==> config.mk <==
export PLATFORM = sky130hd
export DESIGN_NAME = hdlc_tx_framer
export DESIGN_NICKNAME = d
export VERILOG_FILES = /design/src/rtl/hdlc_pkg.sv /design/src/rtl/hdlc_crc16_serial.sv /design/src/rtl/hdlc_tx_framer.sv
export SDC_FILE = /design/constraint.sdc
export NUM_CORES = 1
export LEC_CHECK = 0
export ABC_AREA = 1
export ABC_CLOCK_PERIOD_IN_PS = 4200
export CORE_MARGIN = 1
export CORE_UTILIZATION = 58
export CTS_CLUSTER_SIZE = 20
export DETAILED_ROUTE_END_ITERATION = 16
export PLACE_DENSITY = 0.95
export SLEW_MARGIN = 20
export SYNTH_ARGS = -nofsm -noshare
export SYNTH_HDL_FRONTEND = slang
export SYNTH_SLANG_ARGS = --single-unit
==> constraint.sdc <==
create_clock -name Clk -period 4.2 [get_ports Clk]
set_clock_uncertainty 0.2 [all_clocks]
set_input_delay 0.84 -clock Clk [delete_from_list [all_inputs] [get_ports Clk]]
set_output_delay 0.84 -clock Clk [all_outputs]
set_load 0.1 [all_outputs]
==> src/rtl/hdlc_pkg.sv <==
// ============================================================================
//  Module      : hdlc_pkg
//  Description : Shared HDLC types and constants for the Tx framer and Rx path.
//  Revision    : 1.0 - initial release
// ============================================================================
`default_nettype none

package hdlc_pkg;

   typedef enum logic [2:0] {
      IDLE       = 3'd0,
      START_FLAG = 3'd1,
      DATA       = 3'd2,
      FCS        = 3'd3,
      END_FLAG   = 3'd4,
      ABORT      = 3'd5
   } tx_state_t;

   localparam logic [7:0]  HDLC_FLAG    = 8'h7E;
   localparam logic [7:0]  HDLC_ABORT   = 8'hFE;
   localparam logic [15:0] CRC_POLY_REF = 16'h8408;
   localparam logic [15:0] CRC_INIT     = 16'hFFFF;
   localparam logic [15:0] CRC_XOROUT   = 16'hFFFF;

endpackage

`default_nettype wire

==> src/rtl/hdlc_crc16_serial.sv <==
// ============================================================================
//  Module      : hdlc_crc16_serial
//  Description : Bit-serial reflected CRC-16/X.25 (raw register, no final XOR).
//  Revision    : 1.0 - initial release
// ============================================================================
`default_nettype none

module hdlc_crc16_serial
   import hdlc_pkg::*;
(
   input  logic        Clk,
   input  logic        Rst,
   input  logic        clear,
   input  logic        enable,
   input  logic        bit_in,
   output logic [15:0] crc_out
);

   logic [15:0] r_crc;

   always_ff @(posedge Clk) begin
      if (Rst || clear) begin
         r_crc <= CRC_INIT;
      end else if (enable) begin
         r_crc <= (r_crc >> 1) ^ ((r_crc[0] ^ bit_in) ? CRC_POLY_REF : 16'h0000);
      end
   end

   assign crc_out = r_crc;

endmodule

`default_nettype wire

==> src/rtl/hdlc_tx_framer.sv <==
// ============================================================================
//  Module      : hdlc_tx_framer
//  Description : Serial HDLC transmit framer with zero-bit insertion and abort.
//                FCS generation is built only when HDLC_TX_FCS_EN is defined.
//  Revision    : 1.0 - initial release
// ============================================================================
`default_nettype none

module hdlc_tx_framer
   import hdlc_pkg::*;
#(
   parameter logic [7:0] FLAG_BYTE     = HDLC_FLAG,
   parameter logic [7:0] ABORT_BYTE    = HDLC_ABORT,
   parameter int         MAX_STUFF_RUN = 5
)(
   input  logic       Clk,
   input  logic       Rst,
   input  logic       Tx_Start,
   input  logic [7:0] Tx_Data,
   input  logic       Tx_DataValid,
   input  logic       Tx_DataLast,
   output logic       Tx_DataReady,
   input  logic       Tx_AbortReq,
   output logic       Tx,
   output logic       Tx_ValidFrame,
   output logic       Tx_AbortedTrans,
   output logic       Tx_Done
);

   tx_state_t   r_state;
   logic [3:0]  r_bitCnt;
   logic [15:0] r_shift;      // bit currently on Tx sits in r_shift[0]
   logic [2:0]  r_ones;
   logic        r_lastByte;
   logic        r_tx;
   logic        r_validFrame;
   logic        r_done;
   logic        r_aborted;

   logic       w_stuff;
   logic       w_toAbort;
   logic       w_load;
   logic [2:0] w_nextOnes;
   logic [3:0] w_lastIdx;

   assign w_stuff    = (r_ones == 3'(MAX_STUFF_RUN));
   assign w_nextOnes = r_shift[1] ? (r_ones + 3'd1) : 3'd0;
   assign w_lastIdx  = (r_state == FCS) ? 4'd15 : 4'd7;

   assign Tx_DataReady = ((r_state == START_FLAG) && (r_bitCnt == 4'd7)) ||
                         ((r_state == DATA) && (r_bitCnt == 4'd7) && !w_stuff && !r_lastByte);

   assign w_load    = Tx_DataReady && Tx_DataValid;
   assign w_toAbort = (Tx_AbortReq && ((r_state == START_FLAG) || (r_state == DATA) || (r_state == FCS))) ||
                      (Tx_DataReady && !Tx_DataValid);

`ifdef HDLC_TX_FCS_EN
   logic        w_crcClear;
   logic        w_crcEn;
   logic        w_crcBit;
   logic [15:0] w_crc;
   logic [15:0] w_fcs;

   // CRC advances on the edge that places a new (unstuffed) payload bit on Tx.
   always_comb begin
      w_crcEn  = 1'b0;
      w_crcBit = 1'b0;
      if (w_load) begin
         w_crcEn  = 1'b1;
         w_crcBit = Tx_Data[0];
      end else if ((r_state == DATA) && !w_stuff && (r_bitCnt != 4'd7)) begin
         w_crcEn  = 1'b1;
         w_crcBit = r_shift[1];
      end
   end

   assign w_crcClear = (r_state == IDLE);
   assign w_fcs      = w_crc ^ CRC_XOROUT;

   hdlc_crc16_serial u_crc (
      .Clk     (Clk),
      .Rst     (Rst),
      .clear   (w_crcClear),
      .enable  (w_crcEn),
      .bit_in  (w_crcBit),
      .crc_out (w_crc)
   );
`endif

   always_ff @(posedge Clk) begin
      if (Rst) begin
         r_state      <= IDLE;
         r_bitCnt     <= 4'd0;
         r_shift      <= 16'h0000;
         r_ones       <= 3'd0;
         r_lastByte   <= 1'b0;
         r_tx         <= 1'b1;
         r_validFrame <= 1'b0;
         r_done       <= 1'b0;
         r_aborted    <= 1'b0;
      end else begin
         r_done    <= 1'b0;
         r_aborted <= 1'b0;
         if (w_toAbort) begin
            r_state      <= ABORT;
            r_shift      <= {8'h00, ABORT_BYTE};
            r_tx         <= ABORT_BYTE[0];
            r_bitCnt     <= 4'd0;
            r_ones       <= 3'd0;
            r_validFrame <= 1'b0;
         end else if (w_load) begin
            r_state      <= DATA;
            r_shift      <= {8'h00, Tx_Data};
            r_tx         <= Tx_Data[0];
            r_bitCnt     <= 4'd0;
            r_ones       <= Tx_Data[0] ? (r_ones + 3'd1) : 3'd0;
            r_lastByte   <= Tx_DataLast;
            r_validFrame <= 1'b1;
         end else begin
            case (r_state)
               IDLE: begin
                  r_tx         <= 1'b1;
                  r_validFrame <= 1'b0;
                  if (Tx_Start) begin
                     r_state    <= START_FLAG;
                     r_shift    <= {8'h00, FLAG_BYTE};
                     r_tx       <= FLAG_BYTE[0];
                     r_bitCnt   <= 4'd0;
                     r_ones     <= 3'd0;
                     r_lastByte <= 1'b0;
                  end
               end
               START_FLAG, END_FLAG, ABORT: begin
                  if (r_bitCnt != 4'd7) begin
                     r_shift   <= r_shift >> 1;
                     r_tx      <= r_shift[1];
                     r_bitCnt  <= r_bitCnt + 4'd1;
                     r_done    <= (r_state == END_FLAG) && (r_bitCnt == 4'd6);
                     r_aborted <= (r_state == ABORT) && (r_bitCnt == 4'd6);
                  end else begin
                     r_state <= IDLE;
                     r_tx    <= 1'b1;
                  end
               end
               DATA, FCS: begin
                  if (w_stuff) begin
                     r_tx   <= 1'b0;
                     r_ones <= 3'd0;
                  end else if (r_bitCnt != w_lastIdx) begin
                     r_shift  <= r_shift >> 1;
                     r_tx     <= r_shift[1];
                     r_bitCnt <= r_bitCnt + 4'd1;
                     r_ones   <= w_nextOnes;
`ifdef HDLC_TX_FCS_EN
                  end else if (r_state == DATA) begin
                     r_state  <= FCS;
                     r_shift  <= w_fcs;
                     r_tx     <= w_fcs[0];
                     r_bitCnt <= 4'd0;
                     r_ones   <= w_fcs[0] ? (r_ones + 3'd1) : 3'd0;
`endif
                  end else begin
                     r_state      <= END_FLAG;
                     r_shift      <= {8'h00, FLAG_BYTE};
                     r_tx         <= FLAG_BYTE[0];
                     r_bitCnt     <= 4'd0;
                     r_ones       <= 3'd0;
                     r_validFrame <= 1'b0;
                  end
               end
               default: begin
                  r_state <= IDLE;
                  r_tx    <= 1'b1;
               end
            endcase
         end
      end
   end

   assign Tx              = r_tx;
   assign Tx_ValidFrame   = r_validFrame;
   assign Tx_Done         = r_done;
   assign Tx_AbortedTrans = r_aborted;

endmodule

`default_nettype wire

==> impl_metrics.yaml <==
status:
  status: "complete, no violations"
synth:
  syn_inst: 218
  yosysTopAreaCell: "dfxtp_1"
  syn_area_um2: 1393
  synth_enable_flop_cells: 0
  synthTopCellsByArea: "dfxtp_1 32%, nand2_1 13%, nor2_1 8.9%"
  synthFlopType: "dfxtp_1"
  synth_cell_type_count: 27
  avgSynthCellArea_um2: 6.388
  synth_commonest_cells: "49 x nand2_1, 33 x nor2_1, 28 x inv_1"
  synth_nets: 236
  synth_top_area_share_pct: 31.63
  ys_seq_area_share_pct: 31.63
  synth_seq_cells: 22
  synth_async_sr_flop_share_pct: 0
  post-synth-top-count-cell: "nand2_1"
  ys_warn_count: 0
global_route:
  antenna_found_initial: 0
  grt_max_degree: 16
  grt_usage_pct: 26.29
  grt_pass1_vias: 1306
  grt_pass1_wl_um: 5230
  overflow: 0
cts:
  clock_latency_ns: 0.30
  htree_levels: 1
  clock-sinks: 22
  ctsResizeCount: 0
  cts-buffers-inserted: 3
  ctsRootBufferMaster: "clkbuf_4"
  cts_hold_buf: 0
  cts_tree: "built"
  cts_setup_buffers: 0
  clockBufferDepth: 2
  clk_transition_reported_paths_ns: 0.12
power:
  max-vdd-ir-drop_uv: 374.0
  cellPowerDensity_nw_per_um2: 468.0
  power_frac_seq_pct: 38.0
  power_frac_comb_pct: 49.6
  pwr-share-clk_pct: 12.5
  p_sw_w: 0.0003386
  leakagePower_nw: 0.7701
  netSwitchingFraction_pct: 45.11
  p_int_w: 0.0004120
placed_design:
  gp_congestion: 0.8984
  portBuffers: 18
  dp_slack_ns: 1.697
  dp_hpwl_um: 2242
floorplanning:
  die_w_um: 51
  rows: 17
  core_area_um2: 2233
  die_height_um: 51
  die_area_um2: 2601
  io_pins: 19
  initial_core_util_pct: 62.35
worst_setup_path:
  reg2reg_depth: 10
  timing.critical_path.cells: "ha_1 > nand2_1 > nor2_4 > inv_1 > a21oi_1 > buf_4"
  cp-startpoint: "r_bitCnt[0]$_SDFFE_PP0P_"
  r2r-end: "r_ones[1]$_SDFFE_PP0P_"
  r2r_slack_ns: 2.13
  slowest_stage: "dfxtp_1"
  timing.rr.start: "r_ones[1]$_SDFFE_PP0P_"
  cp_max_fo: 4
  cp-endpoint: "Tx_DataReady"
  crit_family: "buffers and inverters"
  cp-start-kind: "register"
  cp_num_buf_inv: 2
  crit_path_max_incr_delay_ns: 0.40
  critical_path_class: "register to output port"
  cp.arrival_ns: 1.81
  crit_required_ns: 3.16
  cp-end-kind: "output port"
  path_depth: 6
detailed_routing:
  drt_iter0_drc: 54
  drcViolationCount: 0
  first_pass_iters: 4
  num_vias: 1407
  ant_nets: 0
  viasPerCell: 5.330
  routed_wl_um: 2902
  routedWlPerCell_um: 10.99
layout:
  final-seq-area_um2: 440.4
  diodes: 0
  multi_input_area_um2: 808.3
  post-route-util_pct: 71.82
  drive_above_1_share_pct: 9.322
  final_nets: 256
  syn_to_final_growth_pct: 15.18
  fill_cells: 192
timing:
  setup_viol: 0
  worstMarginPinSlew_ns: 0.9638
  final_hold_viol_count: 0
  max_freq_ghz: 0.3504
  min_period_ns: 2.854
  fin_setup_tns_ns: 0
  worst_slack_ns: 1.346
  final.period_utilization_pct: 67.95
  slew_viol_final: 0
  hold_ws_ns: 0.2752
  rsz0062_at_grt: "false"
  relSlewSlack_pct: 35.55
run:
  drv_cap: 0
hold_path:
  hp-class: "register to register"
cells in the final DEF, fill, tap and decap left out:
cell             count
nand3_1             18
dfxtp_1             22
nor3_1               1
nor2_1              33
o21ai_0              9
nand2_1             49
nor2_2               2
a21oi_1             13
nand4_1              6
o21ai_1              4
inv_2                4
nand2_2              5
o21ai_2              1
nand3_2              2
nand3b_1             4
xnor2_1              1
xor2_1               2
nor4_1               2
or2_2                1
nand2_4              1
ha_1                 4
inv_1               28
and2_0               1
clkdlybuf4s50_1     17
clkbuf_4             3
nor2_4               2
buf_4                1
how the worst min path moves through the flow:
| stage | to | start | depth (start not counted) | slack (ns) |
|---|---|---|---|---|
| 2_1_floorplan | r_shift[7]$_SDFFE_PP0P_ | r_shift[7]$_SDFFE_PP0P_ | 2 | 0.23 |
| 3_3_place_gp | r_shift[7]$_SDFFE_PP0P_ | r_shift[7]$_SDFFE_PP0P_ | 2 | 0.25 |
| 3_5_place_dp | r_shift[7]$_SDFFE_PP0P_ | r_shift[7]$_SDFFE_PP0P_ | 2 | 0.26 |
| 4_1_cts | r_shift[7]$_SDFFE_PP0P_ | r_shift[7]$_SDFFE_PP0P_ | 2 | 0.27 |
| 5_1_grt | r_shift[7]$_SDFFE_PP0P_ | r_shift[7]$_SDFFE_PP0P_ | 2 | 0.31 |
| 6_report | r_shift[7]$_SDFFE_PP0P_ | r_shift[7]$_SDFFE_PP0P_ | 2 | 0.28 |
cell type report:
cell class | count | share of cell area, %
clock buffer | 3 | 1.404
tap | 28 | 2.184
sequential | 22 | 27.46
inverter | 32 | 7.488
multi-input combinational | 161 | 50.39
timing repair buffer | 18 | 11.08
metrics by stage:
| step | std cells | instance area, um2 | total power (W) |
|---|---|---|---|
| global route | 264 | 1604 | 0.0008149 |
| detailed placement | 261 | 1582 | 0.0006549 |
| finish | 264 | 1604 | 0.0007506 |
| CTS | 264 | 1604 | 0.0007506 |
| global placement | 261 | 1582 | 0.0006459 |
| floorplan | 218 | 1393 | 0.0005840 |
metal layers:
layer / wire (um) / vias up / track usage [%]
met5: 0 / - / 0
met4: 35 / 0 / 11.57
met3: 173 / 4 / 3.274
met2: 1332 / 60 / 42.98
met1: 1361 / 616 / 34.38
li1: - / 727 / -
worst register-to-register path, stage by stage, from the launching register on:
cell and delay (ns):
dfxtp_1 0.37, inv_1 0.05, ha_1 0.17, nand2_1 0.17
nand3_1 0.14, nand2_2 0.10, nand3_2 0.25, inv_2 0.24
nand2_1 0.06, and2_0 0.13, a21oi_1 0.13
kinds of logic after synthesis:
| kind of cell | share of synthesized area, % |
|---|---|
| fa+ha+maj | 3.594 |
| xor+xnor | 1.887 |
| compound gates | 9.973 |
| buf+inv | 10.33 |
| flops | 31.63 |
| simple gates | 42.59 |
state kept, by name, summed over array words and instances (netlist names):
register,flops
r_lastByte,1
Tx_ValidFrame,1
r_ones,3
r_shift,7
r_bitCnt,4
r_state,3
Tx_AbortedTrans,1
Tx_Done,1
Tx,1
power groups by stage:
stage	sequential (W)	clock (W)	combinational [W]
2_1_floorplan	0.000294	0	0.000290
3_3_place_gp	0.000287	0	0.000359
3_5_place_dp	0.000289	0	0.000366
4_1_cts	0.000284	0.0000965	0.000370
5_1_grt	0.000291	0.000103	0.000421
6_report	0.000285	0.0000935	0.000372
(Power assumes the default switching activity.)
